<file path="src/rtl/exe_muldiv_unit.sv">
// ----------------------------------------------------------------------------
// exe_muldiv_unit
//   Iterative radix-2 multiply/divide for the EXE stage. One op in flight:
//   IDLE -> CALC (WIDTH steps) -> FIXUP (sign correction, Hi/Lo write) -> DONE.
//   Outputs are registered from the state, so Busy rises one cycle after the
//   launching edge and Done appears WIDTH+2 edges after Start is sampled.
// Ports
//   CLK, RST_N    clock, synchronous active-low reset
//   Start, Op     launch request and opcode (00 MULTU, 01 MULT, 10 DIVU, 11 DIV)
//   A, B          operands (multiplicand/dividend, multiplier/divisor)
//   Flush         abort any in-flight op
//   Busy          op in progress (hazard unit stall)
//   Done          one-cycle completion pulse
//   Div_By_Zero   pulses with Done when a divide had B == 0
//   Hi, Lo        product high/low or remainder/quotient
// ----------------------------------------------------------------------------
module exe_muldiv_unit #(
    parameter int unsigned WIDTH = 32
) (
    input  logic             CLK,
    input  logic             RST_N,
    input  logic             Start,
    input  logic [1:0]       Op,
    input  logic [WIDTH-1:0] A,
    input  logic [WIDTH-1:0] B,
    input  logic             Flush,
    output logic             Busy,
    output logic             Done,
    output logic             Div_By_Zero,
    output logic [WIDTH-1:0] Hi,
    output logic [WIDTH-1:0] Lo
);

    localparam int unsigned CNT_W = $clog2(WIDTH + 1);

    typedef enum logic [1:0] {
        S_IDLE  = 2'd0,
        S_CALC  = 2'd1,
        S_FIXUP = 2'd2,
        S_DONE  = 2'd3
    } state_e;

    state_e             state_q, state_d;
    logic [CNT_W-1:0]   cnt_q, cnt_d;
    logic [WIDTH-1:0]   acc_hi_q, acc_hi_d;   // partial product high / remainder
    logic [WIDTH-1:0]   acc_lo_q, acc_lo_d;   // multiplier bits / dividend->quotient
    logic [WIDTH-1:0]   opb_q, opb_d;         // |multiplicand| or |divisor|
    logic               is_div_q, is_div_d;
    logic               neg_lo_q, neg_lo_d;   // negate product / quotient
    logic               neg_hi_q, neg_hi_d;   // negate remainder (dividend sign)
    logic               dbz_q, dbz_d;
    logic               busy_q, busy_d;
    logic               done_q, done_d;
    logic               dbz_out_q, dbz_out_d;
    logic [WIDTH-1:0]   hi_q, hi_d;
    logic [WIDTH-1:0]   lo_q, lo_d;

    // Operand magnitudes; signs only matter for MULT/DIV (Op[0]).
    logic             a_neg, b_neg;
    logic [WIDTH-1:0] a_abs, b_abs;
    assign a_neg = Op[0] & A[WIDTH-1];
    assign b_neg = Op[0] & B[WIDTH-1];
    assign a_abs = a_neg ? (-A) : A;
    assign b_abs = b_neg ? (-B) : B;

    // One shift-add multiply step.
    logic [WIDTH:0] mul_sum;
    assign mul_sum = {1'b0, acc_hi_q} + (acc_lo_q[0] ? {1'b0, opb_q} : {(WIDTH+1){1'b0}});

    // One restoring divide step.
    logic [WIDTH:0]   div_sh;
    logic             div_ge;
    logic [WIDTH-1:0] div_sub;
    assign div_sh  = {acc_hi_q, acc_lo_q[WIDTH-1]};
    assign div_ge  = (div_sh >= {1'b0, opb_q});
    assign div_sub = WIDTH'(div_sh - {1'b0, opb_q});

    logic [2*WIDTH-1:0] prod_neg;
    assign prod_neg = -{acc_hi_q, acc_lo_q};

    // Next-state and datapath.
    always_comb begin
        state_d   = state_q;
        cnt_d     = cnt_q;
        acc_hi_d  = acc_hi_q;
        acc_lo_d  = acc_lo_q;
        opb_d     = opb_q;
        is_div_d  = is_div_q;
        neg_lo_d  = neg_lo_q;
        neg_hi_d  = neg_hi_q;
        dbz_d     = dbz_q;
        busy_d    = (state_q != S_IDLE);
        done_d    = 1'b0;
        dbz_out_d = 1'b0;
        hi_d      = hi_q;
        lo_d      = lo_q;

        case (state_q)
            S_IDLE: begin
                // busy_q still high during the Done cycle, so a Start there is dropped
                if (Start && !busy_q && !Flush) begin
                    is_div_d = Op[1];
                    dbz_d    = Op[1] && (B == '0);
                    neg_lo_d = a_neg ^ b_neg;
                    neg_hi_d = Op[1] ? a_neg : (a_neg ^ b_neg);
                    acc_hi_d = '0;
                    acc_lo_d = Op[1] ? a_abs : b_abs;
                    opb_d    = Op[1] ? b_abs : a_abs;
                    cnt_d    = CNT_W'(WIDTH);
                    state_d  = S_CALC;
                end
            end
            S_CALC: begin
                if (is_div_q) begin
                    acc_hi_d = div_ge ? div_sub : div_sh[WIDTH-1:0];
                    acc_lo_d = {acc_lo_q[WIDTH-2:0], div_ge};
                end else begin
                    acc_hi_d = mul_sum[WIDTH:1];
                    acc_lo_d = {mul_sum[0], acc_lo_q[WIDTH-1:1]};
                end
                cnt_d = cnt_q - CNT_W'(1);
                if (cnt_q == CNT_W'(1)) begin
                    state_d = S_FIXUP;
                end
            end
            S_FIXUP: begin
                if (is_div_q) begin
                    // divide by zero: quotient all ones, remainder restores to A
                    lo_d = dbz_q ? {WIDTH{1'b1}} : (neg_lo_q ? (-acc_lo_q) : acc_lo_q);
                    hi_d = neg_hi_q ? (-acc_hi_q) : acc_hi_q;
                end else begin
                    {hi_d, lo_d} = neg_lo_q ? prod_neg : {acc_hi_q, acc_lo_q};
                end
                state_d = S_DONE;
            end
            S_DONE: begin
                done_d    = 1'b1;
                dbz_out_d = dbz_q;
                state_d   = S_IDLE;
            end
            default: state_d = S_IDLE;
        endcase

        // Flush aborts any in-flight op without touching Hi/Lo.
        if (Flush && (state_q != S_IDLE)) begin
            state_d   = S_IDLE;
            busy_d    = 1'b0;
            done_d    = 1'b0;
            dbz_out_d = 1'b0;
            hi_d      = hi_q;
            lo_d      = lo_q;
        end
    end

    // State register with synchronous reset.
    always_ff @(posedge CLK) begin
        if (!RST_N) begin
            state_q   <= S_IDLE;
            cnt_q     <= '0;
            acc_hi_q  <= '0;
            acc_lo_q  <= '0;
            opb_q     <= '0;
            is_div_q  <= 1'b0;
            neg_lo_q  <= 1'b0;
            neg_hi_q  <= 1'b0;
            dbz_q     <= 1'b0;
            busy_q    <= 1'b0;
            done_q    <= 1'b0;
            dbz_out_q <= 1'b0;
            hi_q      <= '0;
            lo_q      <= '0;
        end else begin
            state_q   <= state_d;
            cnt_q     <= cnt_d;
            acc_hi_q  <= acc_hi_d;
            acc_lo_q  <= acc_lo_d;
            opb_q     <= opb_d;
            is_div_q  <= is_div_d;
            neg_lo_q  <= neg_lo_d;
            neg_hi_q  <= neg_hi_d;
            dbz_q     <= dbz_d;
            busy_q    <= busy_d;
            done_q    <= done_d;
            dbz_out_q <= dbz_out_d;
            hi_q      <= hi_d;
            lo_q      <= lo_d;
        end
    end

    assign Busy        = busy_q;
    assign Done        = done_q;
    assign Div_By_Zero = dbz_out_q;
    assign Hi          = hi_q;
    assign Lo          = lo_q;

endmodule
</file>
<file path="config.mk">
export PLATFORM = sky130hd
export DESIGN_NAME = exe_muldiv_unit
export DESIGN_NICKNAME = d
export VERILOG_FILES = /design/src/rtl/exe_muldiv_unit.sv
export SDC_FILE = /design/constraint.sdc
export NUM_CORES = 1
export LEC_CHECK = 0
export CAP_MARGIN = 40
export CORE_MARGIN = 3
export CORE_UTILIZATION = 41
export DETAILED_ROUTE_END_ITERATION = 6
export PLACE_DENSITY_LB_ADDON = 0.1
export SKIP_CTS_REPAIR_TIMING = 1
export SYNTH_ARGS = -nofsm -noshare
export SYNTH_HDL_FRONTEND = slang
export SYNTH_SLANG_ARGS = --single-unit
export TNS_END_PERCENT = 10
</file>
<file path="constraint.sdc">
create_clock -name CLK -period 3.4 [get_ports CLK]
set_input_delay 0.34 -clock CLK [delete_from_list [all_inputs] [get_ports CLK]]
set_output_delay 0.34 -clock CLK [all_outputs]
set_load 0.02 [all_outputs]
</file>
* Word level (Yosys, flattened, before mapping)
Index checks and enable logic that the tools add are counted.
** Word-level totals
- Bits in registers :: 175
- Input bits :: 70
- Word-level logic and storage cells :: 76
** Cells by class
- Add/subtract/negate cells :: 8
- $lt $le $gt $ge :: 1
- Equality and inequality tests :: 6
- Multiplexer cells :: 25
- Bitwise logic cells :: 6
- Reduce and logical (&&, ||, !) cells :: 16
** Operators by type and width (number)
- $mux W32 :: 15
- $neg A32 Y32 :: 4
- $pmux W32 S2 :: 2
- $mux W64 :: 1
- $neg A64 Y64 :: 1
- $add A32 B32 Y33 :: 1
- $ge A33 B32 Y1 :: 1
- $logic_not A32 Y1 :: 1
- $sub A32 B32 Y32 :: 1
- $pmux W6 S2 :: 1
- $pmux W2 S4 :: 1
- $reduce_and A2 Y1 :: 4
- $eq A6 B1 Y1 const B :: 1
- $mux W6 :: 1
- $sub A6 B1 Y6 const B :: 1
- $eq A2 B2 Y1 const B :: 2
- $logic_and A1 B1 Y1 :: 4
- $mux W2 :: 2
- $ne A2 B2 Y1 const B :: 2
- $reduce_bool A2 Y1 :: 2
- $not A1 Y1 :: 3
- $reduce_or A3 Y1 :: 1
- $and A1 B1 Y1 :: 2
- $eq A2 B1 Y1 const B :: 1
- other kinds (5) :: 7

* Longest topological paths before layout
- Word-level depth :: 5
- Mapped depth :: 14

* Least setup slack after synthesis
No wires, ideal clock.
- Kind :: register to register
- Start point :: reg acc_lo_q[0]
- End point :: reg acc_hi_q[29]
- Library setup time :: 120 ps
- Arrival :: 3043 ps
- Slack :: 238 ps
- Cell stages (with the launch flop) :: 14
- Cells stage by stage :: dfxtp_1 inv_1 clkbuf_1 nor2_1 ha_1 a21o_1 nand2b_1 o21ai_0 o21ai_0 a311o_1 a31oi_1 o21ai_0 xor2_1 a211o_1
** On the way
- Longest elaborated chain between the ends :: 4
** RTL lines
- start, declared :: RTL line 46 : logic [WIDTH-1:0] acc_lo_q, acc_lo_d;
- start signal, assigned :: RTL line 176 : acc_lo_q <= acc_lo_d;
- $mux W32 :: RTL line 68 : assign mul_sum = {1'b0, acc_hi_q} + (acc_lo_q[0] ? {1'b0, opb_q} : {(WIDTH+1){1'b0}});
- $add A32 B32 Y33 :: RTL line 68
- $mux W32 :: RTL line 114 : if (is_div_q) begin
- $pmux W32 S2 :: RTL line 98 : case (state_q)
- end signal, assigned :: RTL line 175 : acc_hi_q <= acc_hi_d;
- end, declared :: RTL line 45 : logic [WIDTH-1:0] acc_hi_q, acc_hi_d;
No other way between the ends.
A chain may end at the register's enable or synchronous reset.

* Final worst setup path
- Start point :: reg opb_q[12]
- End point :: reg acc_hi_q[15]
** On the way
- Longest elaborated chain between the ends :: 4
** RTL lines
- start, declared :: RTL line 47 : logic [WIDTH-1:0] opb_q, opb_d;
- start signal, assigned :: RTL line 177 : opb_q <= opb_d;
- $mux W32, or another cell as far along :: RTL line 68
- $add A32 B32 Y33 / $mux W32 (equally long branches) :: RTL line 68, 115
- $mux W32 * :: RTL line 114
- $pmux W32 S2 * :: RTL line 98
Every way passes the cells marked *; elsewhere a longest branch is shown, timed or not.

==> metrics.txt <==
total congestion overflow 0; Setup crit start kind flip-flop; Buf+Inv Stages, Crit Path 3; cts bufs inserted 17; Routed met2 length ~23000 µm; commonest non-fill, non-tap cell in the layout a21oi_1; Hold Violations, Final 0; Final Slew Violations 0; initial DRC count 1387; RSZ-0062 raised after global routing true; post-synthesis register bit count approximately 180; Avg Cell Area, Syn about 7.4 µm²; highest routed layer met4; commonest cells after routing, fill and taps aside a21oi_1 (225), nor2_1 (203), dfxtp_1 (173), buf_4 (167), nand2_1 (163); gpl congestion 0.965; CTS tree yes; leakage 0.00717 µW; WHS about 0.45 ns; Synth warnings 0; routed len/inst 20.2 µm; 1st-pass router iterations 5; met3 wire len 3660 µm; area leader, netlist dfxtp_1; # H-tree levels 4; Clock Sinks roughly 180; clk_skew 0.0158 ns; die width 193 µm; Rows between 60 and 70; Final setup viols 0; syn_nets about 2100; Final Cycle Share a little over nine tenths; mapped cell area about 14000 µm²; synthesized instance count slightly below 2000; number of flops mapped to enable cells by yosys 0; post-synth cell types between 80 and 90; top cells by area, synth dfxtp_1 (24%), a21oi_1 (8.0%), ha_1 (6.5%); chip height just under 200 µm; top cell type's share of synthesized area approximately 24%; total of max-cap violations 0; WL met1 between 20000 and 25000 µm; die area roughly 37000 µm²; CP endpoint kind flip-flop; max_slew headroom 44.7%; fin util around 52%; worst skew pair latency 0.46 ns; CP Max Fanout 9; CP max-delay cell or4_1; setup_tns 0 ns; DRT antenna net count 0; total track usage between 20% and 30%; CTS Root Cell clkbuf_16; Reg clk slew, reported paths roughly 0.08 ns; Crit path arrival time 3.54 ns; IO Pins approximately 140; Post-DP HPWL just over 40000 µm; status completed; Clock Path Buffers 2; Starting Density 42.1%; share of cells above drive strength 1 12.4%; total wire length between 50000 and 60000 µm; required time worst endpoint about 3.7 ns; core area between 30000 and 40000 µm²; antenna violations before repair 1; routed vias/inst about 5.8; critical path class reg2reg; largest net degree at the start of global routing approximately 70; Hold Crit Class reg2reg; Tmin final about 3.2 ns; vias in the first global route roughly 14000; antenna cell count 0; P per Cell Area between 500 and 600 nW/µm²; Final nets 2295; via count 15147; DRC 0; FFs w/ async S/R, synth 0%; Main synth FF type dfxtp_1; IO buf count ~140; Worst path max stage delay roughly 0.56 ns; VDD IR max 396 µV; most used cell, CP buf_4; total power about 10000 µW; critical path, cell by cell inv_1 -> ha_1 -> nand2_1 -> or4_1 -> nor3_2 -> a2111oi_0 -> buf_4 -> o21ai_4 -> buf_4 -> mux2_2 -> a21oi_1 -> o21ai_0; FMAX ~0.31 GHz; Crit path max-delay family simple AND/OR/NAND/NOR gates; Seq/Total Area, Yosys about 24%; Worst-Margin Slew about 0.83 ns; global-route wire length before repair 80400 µm; synthesis-to-finish area growth 23.6%
[state kept, by name (all words and copies together), names as in the netlist, 2 cells and up]
name and count:
Hi 32, Lo 32, acc_hi_q 32, acc_lo_q 32, opb_q 32, cnt_q 6
state_q 2
[area by class of cell]
type                    count  area, µm²
multi-input cells        1569      10100
inverters                  80        304
flip-flops and latches    175       3510
fillers                  3386      16300
repair buffers            306       2660
clock inverters            14        176
well taps                 448        561
clock buffers              17        425
[synth_stat cells, types with 14 or more instances]
cell type / instances
or4_1: 14
xnor2_1: 95
and3_1: 14
o31ai_1: 19
dfxtp_1: 175
a21o_1: 28
nor2_1: 204
o21a_1: 15
nand2_1: 163
nand2b_1: 21
clkbuf_1: 107
nor3_1: 44
o21ai_0: 167
ha_1: 74
a21oi_1: 229
and2_1: 15
mux2_2: 23
nor4_1: 20
a211oi_1: 49
xor2_1: 79
inv_1: 77
mux2i_1: 51
o211ai_1: 23
nand3_1: 42
[path summary, 6_finish.rpt]
kind,depth (start not counted),slack [ns],startpoint,to
min,2,0.45,opb_q[5],opb_q[5]
max reg2reg,12,0.20,opb_q[12],acc_hi_q[15]
max,12,0.20,opb_q[12],acc_hi_q[15]
min reg2reg,2,0.45,opb_q[5],opb_q[5]
[power by group]
part	internal (µW)	total, µW	switching (µW)
Combinational	2140	5250	3110
Clock	1050	2050	1000
Sequential	2390	2700	312
[cell families after synthesis]
logic type / share of synthesized area (%)
xor gates and xnor gates: 10.6
adders and majority gates: 6.74
and+or+nand+nor: 19.6
buffers and inverters: 5.55
AOI/OAI and AO/OA: 27.7
DFF: 24.4
muxes: 5.37
[layer usage]
metal  vias to the layer above  GRT usage [%]
met3                        71           4.77
met2                       514           42.3
met5                         -              0
met1                      7153           40.5
li1                       7409              -
met4                         0           7.98
[worst register-to-register path: cells and delay by family (launching register included)]
family	cells	cell delay, ns
compound gates	4	0.50
fa+ha+maj	1	0.47
buf+inv	3	0.49
flops	1	0.34
mux	1	0.34
simple gates	3	0.94
[through the flow]
stage          instance area [µm²]  setup slack [ns]  cells
6_report                     17700             0.200   2609
5_1_grt                      17700           -0.0163   2609
4_1_cts                      17700           -0.0276   2608
3_5_place_dp                 17100           -0.0137   2577
3_3_place_gp                 17100          -0.00188   2577
2_1_floorplan                14300             0.238   1951
No activity file was read; power rests on OpenSTA's default activity.
==> variant 1 (same settings) <==
The parameter `WIDTH` goes from 32 to 16.
--- a/src/rtl/exe_muldiv_unit.sv
+++ b/src/rtl/exe_muldiv_unit.sv
@@ -16,5 +16,5 @@
 // ----------------------------------------------------------------------------
 module exe_muldiv_unit #(
-    parameter int unsigned WIDTH = 32
+    parameter int unsigned WIDTH = 16
 ) (
     input  logic             CLK,
Interface: changed (resized A, B, Hi and Lo); port bits go from 137 to 73. The function was not compared with the original's and may differ.
==> variant 1 against the original RTL <==
- sequential cell count down 81
- total power is 52% lower
- via count is 53% lower
- clock power decreased by 49%
- design area is 52% lower
- routed wire length decreased by 58%
- worst setup slack improved by 0.20 ns
- synthesized area fell by 49%
- critical path type unchanged
- largest power group unchanged
==> variant 1: results <==
metrics = {
    "outcome": {
        "status": "finished clean",
    },
    "placed_design": {
        "gp_congestion": 0.892,
        "post-dp-hpwl_um": 16900,
        "portBuffers": 72,
    },
    "grt": {
        "grtUsageMet2_pct": 32.0,
        "antenna_found_initial": 0,
        "grt_pass1_vias": 6327,
        "grt_max_degree": 36,
        "grt_pass1_wl_um": 35000,
        "track_usage_pct": 22.0,
        "grt_util_met1_pct": 34.6,
        "use_met3_pct": 2.82,
    },
    "power_and_ir_drop": {
        "power.leakage_nw": 3.28,
        "pg_seq_mw": 1.46,
        "power_frac_comb_pct": 47.5,
        "switching_share_pct": 42.5,
        "vdd_ir_drop_max_mv": 0.280,
    },
    "min_path": {
        "min_to": "Hi[10]$_SDFFE_PN0P_",
        "hold_depth": 2,
        "hold_path_class": "flip-flop to flip-flop",
        "min_from": "Hi[10]$_SDFFE_PN0P_",
    },
    "detailed_routing": {
        "via_per_inst": 5.70,
        "drt_iter0_markers": 519,
        "wl_um": 21900,
        "met2_wirelength_um": 9290,
        "met1_length_um": 11000,
        "wl_met3_um": 1340,
    },
    "clock_network": {
        "cts_buffers": 9,
        "clock-root-buffer": "clkbuf_16",
        "clk_latency_ns": 0.35,
        "cts-htree-levels": 3,
    },
    "setup_path": {
        "worstRegToRegCells": 9,
        "r2r_slack_ns": 0.40,
        "setup.worst_path.start": "acc_lo_q[0]$_SDFFE_PN0P_",
        "critPathMaxFanout": 7,
        "crit_arrival_ns": 3.23,
        "r2r-end": "acc_hi_q[12]$_SDFFE_PN0P_",
    },
    "timing": {
        "slew_headroom_pct": 51.7,
        "whs_ns": 0.449,
        "finClkSkew_ns": 0.00711,
    },
    "logic_synthesis": {
        "synth_area_leaders": "dfxtp_1 (26%), a21oi_1 (7.7%), ha_1 (7.2%)",
        "synth.distinct_cells": 81,
        "ys_seq_area_share_pct": 25.7,
        "yosys_warnings": 0,
        "synthTopCellsByCount": "a21oi_1 (112), nand2_1 (106), nor2_1 (101)",
    },
    "cells_and_area": {
        "num-fill-cells": 1775,
        "nets": 1109,
        "layout-drive-gt1-share_pct": 6.89,
    },
}
==> variant 1: cell count changes after synthesis, moves of 32 or more <==
cell      unedited run  this run
ha_1                74        42
nand2_1            163       106
xor2_1              79        37
dfxtp_1            175        94
a21oi_1            229       112
mux2i_1             51        15
xnor2_1             95        41
o21ai_0            167        78
inv_1               77        45
clkbuf_1           107        37
nor2_1             204       101
==> variant 1: area by class of cell <==
cell class | instances | share of cell area (%)
Multi-Input combinational cell | 777 | 58.4
Timing Repair Buffer | 98 | 10.7
Inverter | 47 | 2.06
Clock buffer | 12 | 3.00
Clock inverter | 3 | 0.512
Sequential cell | 94 | 22.0
Tap cell | 225 | 3.29
==> variant 1: cell families after synthesis <==
| logic type | count (synthesis) | share of synthesized area (%) |
|---|---|---|
| AO/OA/AOI/OAI | 326 | 27.9 |
| XOR/XNOR | 78 | 9.34 |
| adder cells (fa/ha/maj) | 44 | 7.73 |
| buffers and inverters | 97 | 6.07 |
| flip-flops | 94 | 25.7 |
| multiplexers | 23 | 3.28 |
| AND/OR/NAND/NOR | 306 | 20.0 |
==> variant 1: worst max-delay path, cell delays in order (launching register included) <==
cell      delay (ns)
dfxtp_1         0.48
inv_1           0.20
nor2_1          0.19
ha_1            0.33
a211o_1         0.29
a221oi_1        0.48
o31ai_1         0.22
a21boi_0        0.26
xnor2_1         0.11
a221o_1         0.32
==> variant 1: metrics by stage <==
stage	cells	power (mW)	worst slack, ns	area, um2	util (%)
5_1_grt	1256	5.06	0.196	8550	49.2
4_1_cts	1256	4.76	0.456	8550	49.2
2_1_floorplan	968	3.05	0.712	7320	-
3_3_place_gp	1241	3.71	0.477	8250	47.5
3_5_place_dp	1241	3.71	0.488	8250	47.5
6_report	1256	4.75	0.401	8550	49.2
==> variant 2 (same settings) <==
Without the edit above. The output `Done` loses its register stage (`done_q` becomes a continuous assignment).
--- a/src/rtl/exe_muldiv_unit.sv
+++ b/src/rtl/exe_muldiv_unit.sv
@@ -166,5 +166,4 @@
             dbz_q     <= 1'b0;
             busy_q    <= 1'b0;
-            done_q    <= 1'b0;
             dbz_out_q <= 1'b0;
             hi_q      <= '0;
@@ -181,5 +180,4 @@
             dbz_q     <= dbz_d;
             busy_q    <= busy_d;
-            done_q    <= done_d;
             dbz_out_q <= dbz_out_d;
             hi_q      <= hi_d;
@@ -187,4 +185,6 @@
         end
     end
+
+    assign done_q = done_d;
 
     assign Busy        = busy_q;
Function: same outputs for any inputs over 10 cycles, from zero or initial values and one cycle with RST_N low; that may be too few to reach the edited logic, so the function may still have changed.
==> variant 2 against the original RTL <==
- clock skew decreased by 0.0049 ns
- clock power decreased by 2%
- critical path depth increased by 2
- global-route usage decreased by 0.65 points
- total power increased by 0.20%
- largest cell class unchanged
- design area decreased by 2.2%
- sequential cell count decreased by 1
- highest routed layer unchanged
- first-iteration DRC count decreased by 18%
- synthesized area decreased by 1.4%
- count of clock-buffer cells in the layout increased by 1
- routed wire length decreased by 3.3%
- cell count decreased by 3.1%
- worst setup slack got worse by 0.12 ns
==> variant 2: results <==
metrics = {
    "cells_and_area": {
        "final_cells": 2528,
        "layout-drive-gt1-share_pct": 11.7,
        "nets": 2213,
    },
    "power_and_ir_drop": {
        "power.leakage_nw": 7.01,
        "vdd_ir_drop_max_mv": 0.406,
    },
    "grt": {
        "grt_max_degree": 76,
        "track_usage_pct": 27.2,
        "grtUsageMet2_pct": 45.6,
        "antenna_found_initial": 0,
        "grt_pass1_vias": 14100,
        "grt_util_met1_pct": 36.0,
    },
    "timing": {
        "whs_ns": 0.380,
    },
    "setup_path": {
        "r2r-end": "acc_hi_q[30]$_SDFFE_PN0P_",
        "slowest_stage": "or3b_2",
        "critPathMaxFanout": 4,
        "cpPeakStageDelay_ns": 0.51,
        "setup.worst_path.start": "acc_lo_q[31]$_SDFFE_PN0P_",
        "cp_top_family": "compound AO/OA/AOI/OAI gates",
    },
    "detailed_routing": {
        "drt_iter0_markers": 1144,
        "met2_wirelength_um": 23900,
        "via_count": 14700,
        "met1_length_um": 22400,
        "wl_met3_um": 2790,
    },
    "min_path": {
        "hold_depth": 3,
        "min_to": "Hi[15]$_SDFFE_PN0P_",
        "hold_path_class": "input pin to flip-flop",
        "min_from": "RST_N",
    },
    "logic_synthesis": {
        "ys_seq_area_share_pct": 24.6,
        "syn-num-nets": 2046,
        "synth_area_leaders": "dfxtp_1 (25%), a21oi_1 (7.5%), ha_1 (6.5%)",
        "synth.distinct_cells": 80,
    },
    "outcome": {
        "status": "finished clean",
    },
    "placed_design": {
        "gp_congestion": 0.955,
        "post-dp-hpwl_um": 39700,
    },
}
variant 2: cell types whose count changed in the layout (fill, tap and decap cells not counted), sizes merged, moves of 10 or more:
cell	unedited run	this run
o211ai	23	47
a21oi	230	213
nand2	164	175
nand2b	21	11
nor2	204	183
buf	172	139
o21ai	175	159
variant 2: power by group:
group / switching, mW / total (mW) / internal, mW
clock: 1.01 / 2.00 / 0.992
combinational: 3.10 / 5.30 / 2.20
sequential: 0.328 / 2.73 / 2.40
total: 4.44 / 10.0 / 5.59
variant 2: cell families (layout without fill, tap and decap cells):
kind of cell | Yosys count | after routing | synth area share [%]
AO/OA/AOI/OAI | 643 | 643 | 28.1
XOR/XNOR | 179 | 179 | 11.1
adder cells (fa/ha/maj) | 76 | 76 | 6.83
buffers and inverters | 195 | 375 | 5.36
flip-flops | 174 | 174 | 24.6
multiplexers | 70 | 70 | 5.17
AND/OR/NAND/NOR | 563 | 563 | 18.8
variant 2: cell type report:
type | instances | area, um2
inverter | 70 | 263
tap | 448 | 561
fill | 3350 | 16500
sequential | 174 | 3490
clock inverter | 14 | 170
multi-input combinational | 1531 | 9990
clock buffer | 18 | 429
timing repair buffer | 273 | 2430
variant 2: through the flow:
stage / area, um2 / setup slack [ns] / setup TNS, ns / total power [mW] / utilization [%]
after floorplan: 14100 / 0.126 / 0 / 6.05 / -
after global placement: 16600 / -0.0786 / -0.165 / 7.94 / 49.2
after detailed placement: 16600 / -0.114 / -0.329 / 7.97 / 49.3
after CTS: 17200 / -0.143 / -0.463 / 9.99 / 51.0
after global routing: 17300 / -0.100 / -0.196 / 10.7 / 51.3
final: 17300 / 0.0814 / 0 / 10.0 / 51.3
variant 2: tightest hold or removal path: cells and delay by family:
family,cells,cell delay [ns]
AO/OA/AOI/OAI,1,0.14
buffers and inverters,2,0.31
